==> src/rtl/binary_mac_pkg.sv <==
// Shared types and constants for the signed MAC accumulator.
// Saturation bounds are derived from the accumulator width.
package binary_mac_pkg;

    localparam int PW_DEF = 13;

    typedef enum logic {
        ACC  = 1'b0,
        HOLD = 1'b1
    } state_t;

    function automatic longint sat_max(input int aw);
        return (64'sd1 <<< (aw - 1)) - 64'sd1;
    endfunction

    function automatic longint sat_min(input int aw);
        return -(64'sd1 <<< (aw - 1));
    endfunction

endpackage

==> src/rtl/binary_sat_add.sv <==
// Signed AW-bit adder that clamps to the representable range.
// sat flags any clamp; usable by any accumulation stage.
module binary_sat_add
    import binary_mac_pkg::*;
#(
    parameter int AW = 20
) (
    input  logic signed [AW-1:0] a,
    input  logic signed [AW-1:0] b,
    output logic signed [AW-1:0] sum,
    output logic                 sat
);

    localparam logic signed [AW-1:0] MAXV = AW'(sat_max(AW));
    localparam logic signed [AW-1:0] MINV = AW'(sat_min(AW));

    logic signed [AW:0] full;

    // Widen by one bit so the true sum never wraps, then clamp.
    always_comb begin
        full = {a[AW-1], a} + {b[AW-1], b};
        sat  = full[AW] ^ full[AW-1];
        sum  = full[AW-1:0];
        if (sat) sum = full[AW] ? MINV : MAXV;
    end

endmodule

==> src/rtl/binary_mac_acc_7.sv <==
// Frame accumulator for signed multiplier products.
// Emits one saturated dot product per frame.
module binary_mac_acc_7
    import binary_mac_pkg::*;
#(
    parameter int PW  = PW_DEF,
    parameter int AW  = 20,
    parameter int LEN = 8
) (
    input  logic                 clk,
    input  logic                 rst,
    input  logic                 in_valid,
    output logic                 in_ready,
    input  logic signed [PW-1:0] in_prod,
    input  logic                 in_last,
    output logic                 out_valid,
    input  logic                 out_ready,
    output logic signed [AW-1:0] out_sum,
    output logic [7:0]           out_count,
    output logic                 out_ovf
);

    localparam logic [7:0] LAST_IDX = 8'(LEN - 1);

    state_t state_q, state_d;

    logic signed [AW-1:0] acc_q;
    logic signed [AW-1:0] prod_ext;
    logic signed [AW-1:0] sum;
    logic [7:0]           cnt_q;
    logic                 ovf_q;
    logic                 sat;
    logic                 ovf_n;
    logic                 beat;
    logic                 frame_end;
    logic                 close;

    assign prod_ext  = {{(AW-PW){in_prod[PW-1]}}, in_prod};
    assign in_ready  = (state_q == ACC) | out_ready;
    assign beat      = in_valid & in_ready;
    assign frame_end = in_last | (cnt_q == LAST_IDX);
    assign close     = beat & frame_end;
    assign ovf_n     = ovf_q | sat;
    assign out_valid = (state_q == HOLD);

    binary_sat_add #(
        .AW (AW)
    ) u_add (
        .a   (acc_q),
        .b   (prod_ext),
        .sum (sum),
        .sat (sat)
    );

    // State register.
    always_ff @(posedge clk) begin
        if (rst) state_q <= ACC;
        else     state_q <= state_d;
    end

    // Enter HOLD on a closing beat; leave it on a drain without a new close.
    always_comb begin
        state_d = state_q;
        unique case (state_q)
            ACC:  if (close) state_d = HOLD;
            HOLD: if (out_ready && !close) state_d = ACC;
            default: state_d = ACC;
        endcase
    end

    // Accumulate beats; a closing beat publishes the result and clears the frame.
    always_ff @(posedge clk) begin
        if (rst) begin
            acc_q     <= '0;
            cnt_q     <= '0;
            ovf_q     <= 1'b0;
            out_sum   <= '0;
            out_count <= '0;
            out_ovf   <= 1'b0;
        end else if (beat) begin
            if (frame_end) begin
                out_sum   <= sum;
                out_count <= cnt_q + 8'd1;
                out_ovf   <= ovf_n;
                acc_q     <= '0;
                cnt_q     <= '0;
                ovf_q     <= 1'b0;
            end else begin
                acc_q <= sum;
                cnt_q <= cnt_q + 8'd1;
                ovf_q <= ovf_n;
            end
        end
    end

endmodule

==> config.mk <==
export PLATFORM = sky130hd
export DESIGN_NAME = binary_mac_acc_7
export DESIGN_NICKNAME = d
export VERILOG_FILES = /design/src/rtl/binary_mac_pkg.sv /design/src/rtl/binary_sat_add.sv /design/src/rtl/binary_mac_acc_7.sv
export SDC_FILE = /design/constraint.sdc
export NUM_CORES = 1
export LEC_CHECK = 0
export CAP_MARGIN = 20
export CORE_MARGIN = 1.5
export CORE_UTILIZATION = 50
export DETAILED_ROUTE_END_ITERATION = 7
export PLACE_DENSITY = 0.71
export SYNTH_ARGS = -nofsm -noshare
export SYNTH_HDL_FRONTEND = slang
export SYNTH_SLANG_ARGS = --single-unit
==> constraint.sdc <==
create_clock -name clk -period 4.1 [get_ports clk]
set_input_delay 0.82 -clock clk [delete_from_list [all_inputs] [get_ports clk]]
set_output_delay 0.82 -clock clk [all_outputs]
set_load 0.03 [all_outputs]
==> results_dict.tcl <==
set metrics [dict create \
    yosys_warnings 0 \
    core-area_um2 6390 \
    dr.pass1.iters 4 \
    diodes 0 \
    yosysUniqueCellTypes 59 \
    wire_per_inst_um 15.3 \
    ir_drop_uv 286 \
    cts_root_buf "clkbuf_8" \
    r2r_cells 8 \
    antenna_found_initial 0 \
    post_cts_resized 0 \
    met3_usage 0.0600 \
    finalHoldViolCount 0 \
    hpwlAfterDp_um 6060 \
    critPathCaptureType "flip-flop" \
    p_per_area_nw_per_um2 414 \
    grt_pass1_vias 2879 \
    grt_use_met2 0.377 \
    fin_nets 500 \
    finalWorstSetupSlack_ns 0.557 \
    syn-num-nets 449 \
    yosys.area.top_type "dfxtp_1" \
    worst-r2r-setup-slack_ns 1.16 \
    num_vias 3075 \
    areaGrowthSynthToFinish_pct 22.8 \
    hp-class "flip-flop to flip-flop" \
    grt_start_max_net_pins 24 \
    fin_skew_ns 0.0105 \
    die_w_um 84.7 \
    crit_type "input pin to flip-flop" \
    grt_pass1_wl_um 13900 \
    cts.sinks 59 \
    fmax_ghz 0.282 \
    hold_path.startpoint "out_sum[12]" \
    drtIter0Drc 149 \
    crit_required_ns 4.28 \
    slew_headroom 0.324 \
    netlist_instances 409 \
    io_pins 49 \
    layout-drive-gt1-share 0.0989 \
    use_met1 0.332 \
    tightest_slew_ns 1.01 \
    worstReg2RegStart "acc_q[5]" \
    drc 0 \
    setup_viol 0 \
    finalMaxSlewViolations 0 \
    crit_fanout 15 \
    drv_cap 0 \
    post-place-ws_ns 0.196 \
    h-tree-depth 3 \
    r2r-end "acc_q[4]" \
    tns_ns 0 \
    cts_tree "built" \
    power_w 0.00170 \
    grtUsageTotal 0.243 \
    rsz0062_at_grt "no" \
    die_y_um 84.7 \
    initial_core_util 0.523 \
    ys_seq_area_frac 0.354 \
    synthTopCellsByArea "dfxtp_1, ha_1, nand2_1" \
    crit_start "in_prod[5]" \
    numPortBuffers 48 \
    ys_ff_latch 59 \
    async_reset_ff_frac 0 \
    postCtsSetupBuffers 0 \
    gp_congestion 0.887 \
    synthFlopType "dfxtp_1" \
    die-area_um2 7170 \
    arrival_ns 3.72 \
    post-route-period-util 0.864 \
    clk_latency_ns 0.34 \
    cts_buffers 9 \
    synth-edff-count 0 \
    row_count 29 \
    place_area_um2 3900 \
    grt_overflow_total 0 \
    synth_top_area_share 0.354 \
    leakagePower_nw 1.60 \
    wirelength_um 8270 \
    syn_area_um2 3340 \
    ant_nets 0 \
    cts_hold_buffers 0 \
    outcome "finished, final reports clean" \
    syn_area_per_cell_um2 8.16 \
    holdPathStages 2 \
    cts.path.max_buffers 2 \
    busiest_layer "met2" \
    clk_pin_slew_ns 0.07 \
    stdcell_area_um2 4100 \
    min_to "out_sum[12]" \
    layout_min_cycle_time_ns 3.54 \
    via_per_inst 5.67 \
    critPathLaunchType "input pin" \
]
-- layout by cell type (no fill, tap or decap), types with 9 or more instances in the layout --
cell type,Yosys,final
a211oi_1,9,9
clkbuf_8,0,10
a21oi_1,35,35
buf_4,2,12
nor2_1,43,43
o21ai_0,30,30
clkdlybuf4s50_1,0,48
xnor2_1,15,15
nand2_1,54,54
ha_1,21,21
o21ai_1,13,13
dfxtp_1,59,59
inv_1,10,10
-- metal layers --
metal | vias to the layer above | share of wire
met5 | - | 0
met4 | 0 | 0.018
met3 | 14 | 0.050
met2 | 86 | 0.44
met1 | 1415 | 0.49
li1 | 1560 | -
-- kinds of logic after synthesis --
family	count (synthesis)	synth area share
AND/OR/NAND/NOR	139	0.185
AO/OA/AOI/OAI	130	0.250
flip-flops	59	0.354
buffers and inverters	30	0.0435
adder cells (fa/ha/maj)	26	0.0982
XOR/XNOR	23	0.0626
multiplexers	2	0.00600
-- area by class of cell --
cell class                 instances  area (µm²)
timing repair buffer              60         571
fill                             573        2290
multi-input combinational        320        2010
tap                               77        96.3
clock buffer                      10         138
sequential                        59        1180
inverter                          10        37.5
clock inverter                     6        63.8
-- stage by stage --
stage / hold WS [ns] / std cells / utilization
2_1_floorplan: 0.426 / 409 / -
3_3_place_gp: 0.436 / 526 / 0.610
3_5_place_dp: 0.445 / 526 / 0.610
4_1_cts: 0.456 / 542 / 0.642
5_1_grt: 0.478 / 542 / 0.642
6_report: 0.451 / 542 / 0.642
-- critical path, stage by stage --
cell	delay (ns)
clkdlybuf4s50_1	0.41
ha_1	0.35
a21o_1	0.22
or3_4	0.35
o221ai_4	0.23
o21ai_2	0.13
a21o_1	0.20
o21ai_1	0.79
o21ai_0	0.22
-- sequential cells by signal, summed over array words and instances, names as in the netlist --
register	cells
out_valid	1
acc_q	20
out_ovf	1
cnt_q	8
out_sum	20
ovf_q	1
out_count	8
-- cells in the mapped netlist, types with 8 or more instances --
library cell,instances
xnor2_1,15
a211oi_1,9
nor2_1,43
clkbuf_1,13
nand2_1,54
o21ai_1,13
nand3_1,8
dfxtp_1,59
a21oi_1,35
ha_1,21
o21ai_0,30
nor3_1,8
inv_1,10
-- report_power, final --
| group | leakage [nW] | switching (W) | internal (W) |
|---|---|---|---|
| Combinational | 1.02 | 0.000299 | 0.000204 |
| Sequential | 0.482 | 0.0000267 | 0.000618 |
| Clock | 0.0987 | 0.000252 | 0.000297 |
-- worst max path at each step --
| stage | end | slack (ns) | depth (start not counted) |
|---|---|---|---|
| CTS | acc_q[4] | 0.53 | 9 |
| global placement | acc_q[12] | 0.25 | 9 |
| floorplan | out_sum[18] | 1.10 | 11 |
| global route | acc_q[1] | 0.37 | 10 |
| finish | acc_q[4] | 0.56 | 9 |
| detailed placement | acc_q[4] | 0.20 | 9 |
No activity file was read; power rests on OpenSTA's default activity.
